==> src/rtl/board_io_adapter_if.sv <==
// Board-side and core-side signal bundle for board_io_adapter.
// The adapter attaches through the slave modport; the core/board side uses master.
interface board_io_adapter_if #(
   parameter int unsigned NUM_BTN     = 4,
   parameter int unsigned COLOR_IN_W  = 1,
   parameter int unsigned COLOR_OUT_W = 5
);
   logic [NUM_BTN-1:0]      btn_raw;
   logic [NUM_BTN-1:0]      btn_level;
   logic [NUM_BTN-1:0]      btn_press;
   logic [NUM_BTN-1:0]      btn_release;
   logic                    hsync_in;
   logic                    vsync_in;
   logic [COLOR_IN_W-1:0]   r_in;
   logic [COLOR_IN_W-1:0]   g_in;
   logic [COLOR_IN_W-1:0]   b_in;
   logic                    game_end;
   logic                    game_win;
   logic                    h_sync;
   logic                    v_sync;
   logic [3*COLOR_OUT_W:0]  rgb;
   logic [NUM_BTN:0]        led;

   modport master (
      output btn_raw, hsync_in, vsync_in, r_in, g_in, b_in, game_end, game_win,
      input  btn_level, btn_press, btn_release, h_sync, v_sync, rgb, led
   );

   modport slave (
      input  btn_raw, hsync_in, vsync_in, r_in, g_in, b_in, game_end, game_win,
      output btn_level, btn_press, btn_release, h_sync, v_sync, rgb, led
   );
endinterface

==> src/rtl/board_io_adapter.sv <==
// Board I/O adapter: button sync/debounce with edge pulses, registered colour
// expansion and sync to the board, and a blinking status LED.
module board_io_adapter #(
   parameter int unsigned NUM_BTN         = 4,
   parameter bit          BTN_ACTIVE_LOW  = 1'b0,
   parameter int unsigned DEBOUNCE_CYCLES = 16,
   parameter int unsigned CNT_W           = 5,
   parameter int unsigned COLOR_IN_W      = 1,
   parameter int unsigned COLOR_OUT_W     = 5,
   parameter int unsigned BLINK_W         = 24,
   parameter bit          SYNC_IDLE       = 1'b1
) (
   input logic               clk,
   input logic               reset,
   board_io_adapter_if.slave bus
);

   localparam int unsigned       RGB_W    = 3 * COLOR_OUT_W + 1;
   localparam logic [CNT_W-1:0]  CNT_LAST = CNT_W'(DEBOUNCE_CYCLES - 1);
   localparam logic [NUM_BTN-1:0] POL     = {NUM_BTN{BTN_ACTIVE_LOW}};

   logic [NUM_BTN-1:0]            sync1_q;
   logic [NUM_BTN-1:0]            sync2_q;
   logic [NUM_BTN-1:0]            level_q;
   logic [NUM_BTN-1:0]            press_q;
   logic [NUM_BTN-1:0]            release_q;
   logic [NUM_BTN-1:0][CNT_W-1:0] cnt_q;

   logic [NUM_BTN-1:0]            level_d;
   logic [NUM_BTN-1:0]            press_d;
   logic [NUM_BTN-1:0]            release_d;
   logic [NUM_BTN-1:0][CNT_W-1:0] cnt_d;

   logic                          h_sync_q;
   logic                          v_sync_q;
   logic [RGB_W-1:0]              rgb_q;
   logic [RGB_W-1:0]              rgb_d;

   logic [BLINK_W-1:0]            blink_q;
   logic                          status_q;
   logic                          status_d;

   // Replicate the narrow colour MSB-first across the wide channel.
   function automatic logic [COLOR_OUT_W-1:0] expand(input logic [COLOR_IN_W-1:0] c);
      logic [COLOR_OUT_W-1:0] e;
      e = '0;
      for (int k = 0; k < COLOR_OUT_W; k++) begin
         e[COLOR_OUT_W-1-k] = c[COLOR_IN_W-1-(k % COLOR_IN_W)];
      end
      return e;
   endfunction

   // Debounce: a synced level differing from the accepted one must persist
   // DEBOUNCE_CYCLES cycles; any agreeing cycle restarts the count.
   always_comb begin
      level_d   = level_q;
      press_d   = '0;
      release_d = '0;
      cnt_d     = '0;
      for (int i = 0; i < NUM_BTN; i++) begin
         if (sync2_q[i] != level_q[i]) begin
            if (cnt_q[i] == CNT_LAST) begin
               level_d[i]   = sync2_q[i];
               press_d[i]   = sync2_q[i];
               release_d[i] = ~sync2_q[i];
            end else begin
               cnt_d[i] = cnt_q[i] + CNT_W'(1);
            end
         end
      end
   end

   // Video and status next values
   always_comb begin
      rgb_d = {1'b0, expand(bus.r_in), expand(bus.g_in), expand(bus.b_in)};
      if (bus.game_win) begin
         status_d = blink_q[BLINK_W-2];
      end else if (bus.game_end) begin
         status_d = blink_q[BLINK_W-1];
      end else begin
         status_d = 1'b1;
      end
   end

   always_ff @(posedge clk) begin
      if (reset) begin
         sync1_q   <= '0;
         sync2_q   <= '0;
         level_q   <= '0;
         press_q   <= '0;
         release_q <= '0;
         cnt_q     <= '0;
         h_sync_q  <= SYNC_IDLE;
         v_sync_q  <= SYNC_IDLE;
         rgb_q     <= '0;
         blink_q   <= '0;
         status_q  <= 1'b0;
      end else begin
         sync1_q   <= bus.btn_raw ^ POL;
         sync2_q   <= sync1_q;
         level_q   <= level_d;
         press_q   <= press_d;
         release_q <= release_d;
         cnt_q     <= cnt_d;
         h_sync_q  <= bus.hsync_in;
         v_sync_q  <= bus.vsync_in;
         rgb_q     <= rgb_d;
         blink_q   <= blink_q + BLINK_W'(1);
         status_q  <= status_d;
      end
   end

   assign bus.btn_level   = level_q;
   assign bus.btn_press   = press_q;
   assign bus.btn_release = release_q;
   assign bus.h_sync      = h_sync_q;
   assign bus.v_sync      = v_sync_q;
   assign bus.rgb         = rgb_q;
   assign bus.led         = {level_q, status_q};

endmodule

==> src/flat_wrapper.sv <==
// flat-port wrapper written by rule: the top's interface ports become plain ports
module board_io_adapter_flat 
#(
   parameter int unsigned NUM_BTN         = 4,
   parameter bit          BTN_ACTIVE_LOW  = 1'b0,
   parameter int unsigned DEBOUNCE_CYCLES = 16,
   parameter int unsigned CNT_W           = 5,
   parameter int unsigned COLOR_IN_W      = 1,
   parameter int unsigned COLOR_OUT_W     = 5,
   parameter int unsigned BLINK_W         = 24,
   parameter bit          SYNC_IDLE       = 1'b1
)
  (clk, reset, bus_btn_raw, bus_hsync_in, bus_vsync_in, bus_r_in, bus_g_in, bus_b_in, bus_game_end, bus_game_win, bus_btn_level, bus_btn_press, bus_btn_release, bus_h_sync, bus_v_sync, bus_rgb, bus_led);
  board_io_adapter_if #(.NUM_BTN(NUM_BTN), .COLOR_IN_W(COLOR_IN_W), .COLOR_OUT_W(COLOR_OUT_W)) bus_i ();
  input logic clk;
  input logic reset;
  input wire logic [$bits(bus_i.btn_raw)-1:0] bus_btn_raw;
  input wire logic [$bits(bus_i.hsync_in)-1:0] bus_hsync_in;
  input wire logic [$bits(bus_i.vsync_in)-1:0] bus_vsync_in;
  input wire logic [$bits(bus_i.r_in)-1:0] bus_r_in;
  input wire logic [$bits(bus_i.g_in)-1:0] bus_g_in;
  input wire logic [$bits(bus_i.b_in)-1:0] bus_b_in;
  input wire logic [$bits(bus_i.game_end)-1:0] bus_game_end;
  input wire logic [$bits(bus_i.game_win)-1:0] bus_game_win;
  output wire logic [$bits(bus_i.btn_level)-1:0] bus_btn_level;
  output wire logic [$bits(bus_i.btn_press)-1:0] bus_btn_press;
  output wire logic [$bits(bus_i.btn_release)-1:0] bus_btn_release;
  output wire logic [$bits(bus_i.h_sync)-1:0] bus_h_sync;
  output wire logic [$bits(bus_i.v_sync)-1:0] bus_v_sync;
  output wire logic [$bits(bus_i.rgb)-1:0] bus_rgb;
  output wire logic [$bits(bus_i.led)-1:0] bus_led;
  assign bus_i.btn_raw = bus_btn_raw;
  assign bus_i.hsync_in = bus_hsync_in;
  assign bus_i.vsync_in = bus_vsync_in;
  assign bus_i.r_in = bus_r_in;
  assign bus_i.g_in = bus_g_in;
  assign bus_i.b_in = bus_b_in;
  assign bus_i.game_end = bus_game_end;
  assign bus_i.game_win = bus_game_win;
  assign bus_btn_level = bus_i.btn_level;
  assign bus_btn_press = bus_i.btn_press;
  assign bus_btn_release = bus_i.btn_release;
  assign bus_h_sync = bus_i.h_sync;
  assign bus_v_sync = bus_i.v_sync;
  assign bus_rgb = bus_i.rgb;
  assign bus_led = bus_i.led;
  board_io_adapter #(.NUM_BTN(NUM_BTN), .BTN_ACTIVE_LOW(BTN_ACTIVE_LOW), .DEBOUNCE_CYCLES(DEBOUNCE_CYCLES), .CNT_W(CNT_W), .COLOR_IN_W(COLOR_IN_W), .COLOR_OUT_W(COLOR_OUT_W), .BLINK_W(BLINK_W), .SYNC_IDLE(SYNC_IDLE)) u_core (.clk(clk), .reset(reset), .bus(bus_i));
endmodule
==> config.mk <==
export PLATFORM = sky130hd
export DESIGN_NAME = board_io_adapter_flat
export DESIGN_NICKNAME = d
export VERILOG_FILES = /design/src/rtl/board_io_adapter_if.sv /design/src/rtl/board_io_adapter.sv /design/src/flat_wrapper.sv
export SDC_FILE = /design/constraint.sdc
export NUM_CORES = 1
export LEC_CHECK = 0
export CAP_MARGIN = 20
export CELL_PAD_IN_SITES_DETAIL_PLACEMENT = 2
export CELL_PAD_IN_SITES_GLOBAL_PLACEMENT = 2
export CORE_AREA = 2 2 92 94
export CTS_CLUSTER_DIAMETER = 60
export DETAILED_ROUTE_END_ITERATION = 16
export DIE_AREA = 0 0 94 96
export HOLD_SLACK_MARGIN = 0.02
export MAX_ROUTING_LAYER = met4
export PLACE_DENSITY_LB_ADDON = 0.1
export SETUP_SLACK_MARGIN = 0.15
export SLEW_MARGIN = 40
export SYNTH_ARGS = -nofsm -noshare
export SYNTH_HDL_FRONTEND = slang
export SYNTH_SLANG_ARGS = --single-unit
export TNS_END_PERCENT = 100
==> constraint.sdc <==
create_clock -name clk -period 4.1 [get_ports clk]
set_clock_uncertainty 0.1 [all_clocks]
set_input_delay 0.615 -clock clk [delete_from_list [all_inputs] [get_ports clk]]
set_output_delay 0.615 -clock clk [all_outputs]
set_load 0.01 [all_outputs]
# After elaboration in Yosys (flattened, before gate mapping)
# Index checks and enable logic that the tools add are counted.
# op_classes
addsub,5
eq_ne,8
n_mux,2
n_bitwise,12
reduce_logical,12
# op_table
cell,count
$add 24x1->24 const B,1
$reduce_or 3->1,8
$add 5x1->5 const B,4
$eq 5x4->1 const B,4
$not 1->1,12
$reduce_and 2->1,4
$ne 1x1->1,4
$mux 1,2
# totals
ff_bits,79
out_inout_bits,35
elab_cells,63

# Longest topological paths before layout
# depth
depth_word,3
depth_mapped,5
ltp_nobuf,5

# Worst setup path after synthesis
# No wires, ideal clock.
# synth_timing
path_kind,register to register
from,register u_core.blink_q[2]
to,register u_core.blink_q[23]
setup_time_ns,0.071
arrival_ns,1.650
t_required_ns,3.929
setup_slack_ns,2.280
stages_incl_launch_ff,6
path_buffers,1
path_cell_list,dfxtp_1 > nand3_2 > or3_4 > buf_6 > or4_1 > a21oi_1
# synth_between
elab_chain_len,1
# synth_rtl
element,line_no,source
"start, declared",board_io_adapter.sv:39,logic [BLINK_W-1:0] blink_q;
"start signal, assigned",board_io_adapter.sv:108,blink_q <= blink_q + BLINK_W'(1);
$add 24x1->24,board_io_adapter.sv:108,
# Every way passes these cells.
# A chain may end at the register's enable or synchronous reset.

# Final worst setup path
# layout_timing
from,"register u_core.level_q[3], in the netlist u_core.bus.btn_level[3]"
to,output bus_led[4]
# layout_rtl
element,line_no,source
"start, declared",board_io_adapter.sv:24,logic [NUM_BTN-1:0] level_q;
"start signal, assigned",board_io_adapter.sv:101,level_q <= level_d;
"end, declared",flat_wrapper.sv:31,output wire logic [$bits(bus_i.led)-1:0] bus_led;
# No word-level cell between the ends.

==> metrics.md <==
| Metric | Value |
|---|---|
| Max IR drop VDD | `0.000162 V` |
| Top cell type by total area after synthesis | `dfxtp_1` |
| Syn Nets | `302` |
| Largest net degree at the start of global routing | `55` |
| Worst EP required | `3.38 ns` |
| CTS buffer count | `9` |
| Relative slew slack | `0.648` |
| Post-cts hold buffer count | `0` |
| Post-route ant nets | `0` |
| Ranking of synthesized cells by area | `dfxtp_1 (51%), nor2_1 (5.3%), buf_4 (4.9%)` |
| Synth warn | `0` |
| DR WL/cell | `12.9 um` |
| Netlist Area Pre-Place | `2750 um^2` |
| Longest Clk Path Bufs | `2` |
| CP cell instances | `clkdlybuf4s50_1` |
| Core box area | `8050 um^2` |
| Top-area cell type share of the netlist area | `0.510` |
| Initial Util | `0.341` |
| Slew Limit Fails | `0` |
| Setup Crit Path Kind | `register to primary output` |
| Setup TNS | `0 ns` |
| Slew at the pin closest to its max-slew limit | `0.528 ns` |
| DR vias | `2029` |
| Site row count | `33` |
| CP endpoint kind | `primary output` |
| Max-capacitance violation count | `0` |
| Post-synthesis register bit count | `70` |
| Vias per cell | `4.82` |
| Setup-failing EPs final | `0` |
| Hold Crit Class | `register to register` |
| Sink Count | `70` |
| Arrival time worst endpoint | `1.35 ns` |
| Number of synthesized flops with an enable pin | `0` |
| Hold Slack | `0.345 ns` |
| Pre-CTS WS | `2.12 ns` |
| Critical path's slowest cell | `clkdlybuf4s50_1` |
| First-pass GRT wire length | `9140 um` |
| WP depth | `1` |
| Residual DRC | `0` |
| Final Power | `0.00136 W` |
| Share of cells above drive strength 1 | `0.0665` |
| DRT Pass-1 Iters | `2` |
| Main combinational cell family by area after synthesis | `simple AND/OR/NAND/NOR gates` |
| Nets | `334` |
| Compound-Gate Fraction of Synth Area | `0.0401` |
| Setup Buffers After CTS | `0` |
| Die footprint | `9020 um^2` |
| Total GRT Usage | `0.135` |
| Fraction of the mapped netlist area in adder cells | `0.0410` |
| Area share of xor/xnor cells in the synthesized design | `0.0797` |
| Die height | `96 um` |
| Power Density | `402 nW/um^2` |
| Max Fanout on Critical Path | `6` |
| Syn Inst Count | `280` |
| I/O Pins | `48` |
| Number of H-tree levels | `3` |
| Startpoint Class | `register` |
| Gr ovfl total | `0` |
| Period utilization | `0.504` |
| Worst-path clk slew | `0.07 ns` |
| Vias in the first global route | `2037` |
| Diode count | `0` |
| Detailed Route WL | `5440 um` |
| Die X | `94 um` |
| Outcome | `finished clean` |
| Top FF cell, synth | `dfxtp_1` |
| Syn avg cell area | `9.82 um^2` |
| Commonest non-fill, non-tap cell in the layout | `dfxtp_1` |
| Sequential share of the synthesized area | `0.510` |
| CTS tree | `done` |
| Antenna violations before repair | `0` |
| CP peak stage delay | `0.58 ns` |
| CP startpoint | `u_core.bus.btn_level[3]` |
| Number of port buffers | `46` |
| Slack of the worst reg-to-reg path | `2.16 ns` |
| FMAX | `484 MHz` |
| Final hold viol count | `0` |
| Post-DP HPWL | `3800 um` |
| Area delta synth->final | `23.1%` |
| Multiplexer area fraction after synthesis | `0.0146` |
| Clk_lat worst skew | `0.34 ns` |
| Post-synth ARST share | `0` |
| Cell depth of the worst flop-to-flop path | `4` |
| Critical path destination | `bus_led[4]` |
| Commonest non-fill, non-tap cells in the layout | `dfxtp_1 (70), clkdlybuf4s50_1 (45), nor2_1 (39)` |
| Tmin final | `2.06 ns` |
| Clk root buf | `clkbuf_8` |
| P_leak | `1.17 nW` |
| Post-synthesis simple-gate area fraction | `0.239` |
| Launch point of the worst reg-to-reg path | `u_core.blink_q[2]` |
| Worst path buffer plus inverter count | `1` |
| Yosys cell types | `31` |
| Worst R2R End | `u_core.blink_q[23]` |
| Routability cong. | `0.660` |
| Delay-heaviest family, CP | `buffers and inverters` |
| Final WS setup | `2.04 ns` |
| Post-CTS Resized | `0` |
| DRT iter0 DRCs | `47` |
| Unrepaired setup endpoints after global routing | `no` |
-- synth_stat cells (2+ instances only) --
| cell | number |
|---|---|
| and4_1 | 3 |
| clkbuf_1 | 6 |
| o21ai_0 | 5 |
| nand3_1 | 10 |
| a21oi_1 | 11 |
| or2_2 | 2 |
| xor2_1 | 10 |
| dfxtp_1 | 70 |
| nor4_1 | 3 |
| inv_1 | 10 |
| nor3_1 | 2 |
| nand2_1 | 8 |
| nor4bb_1 | 8 |
| buf_4 | 18 |
| xnor2_1 | 15 |
| nand4_1 | 7 |
| or4_1 | 4 |
| nor2b_1 | 12 |
| nor2_1 | 39 |
| and3_1 | 5 |
| or3_1 | 8 |
| o31ai_1 | 4 |
| mux2i_1 | 4 |
| ha_1 | 9 |
-- layer usage --
layer  global-route usage  share of wire  vias up
li1                     -              -     1000
met1                0.148           0.45      974
met2                0.227           0.49       44
met3               0.0313          0.043       11
met4               0.0761          0.021        0
met5                    -              0        -
-- cell families (layout without fill, tap and decap cells) --
logic type	after synthesis	after routing
and+or+nand+nor	116	116
DFF	70	70
buffers and inverters	35	71
xor gates and xnor gates	25	25
AOI/OAI and AO/OA	20	20
adders and majority gates	9	9
muxes	4	4
other	1	1
-- stage by stage --
step / utilization / cells / area [um^2]
global placement: 0.393 / 406 / 3170
global route: 0.420 / 421 / 3380
CTS: 0.420 / 421 / 3380
floorplan: - / 280 / 2750
finish: 0.420 / 421 / 3380
detailed placement: 0.394 / 406 / 3170
-- worst min path at each step --
stage	startpoint	end	cells past startpoint
after CTS	u_core.sync1_q[3]	u_core.sync2_q[3]	1
after floorplan	u_core.sync1_q[0]	u_core.sync2_q[0]	1
after detailed placement	u_core.sync1_q[3]	u_core.sync2_q[3]	1
final	u_core.sync1_q[3]	u_core.sync2_q[3]	1
after global placement	u_core.sync1_q[1]	u_core.sync2_q[1]	1
after global routing	u_core.sync1_q[1]	u_core.sync2_q[1]	1
-- sequential cells by signal, indices dropped and copies added, names as in the netlist --
signal                  flops
u_core.sync1_q              4
u_core.cnt_q               20
u_core.bus.btn_press        4
u_core.bus.rgb              3
u_core.bus.v_sync           1
u_core.status_q             1
u_core.sync2_q              4
u_core.bus.h_sync           1
u_core.bus.btn_level        4
u_core.blink_q             24
u_core.bus.btn_release      4
-- layout make-up --
class | count | area (um^2)
well taps | 105 | 131
inverters | 10 | 37.5
flip-flops and latches | 70 | 1400
multi-input cells | 175 | 1140
repair buffers | 46 | 458
fillers | 883 | 4670
clock inverters | 3 | 68.8
clock buffers | 12 | 145
-- where the power goes --
| part | switching, W | internal (W) | leakage [nW] |
|---|---|---|---|
| logic | 0.0000242 | 0.0000331 | 0.493 |
| clock network | 0.000247 | 0.000358 | 0.107 |
| registers | 0.00000800 | 0.000690 | 0.568 |
| total | 0.000279 | 0.00108 | 1.17 |
Note: power is estimated with default switching activity, not from simulation.
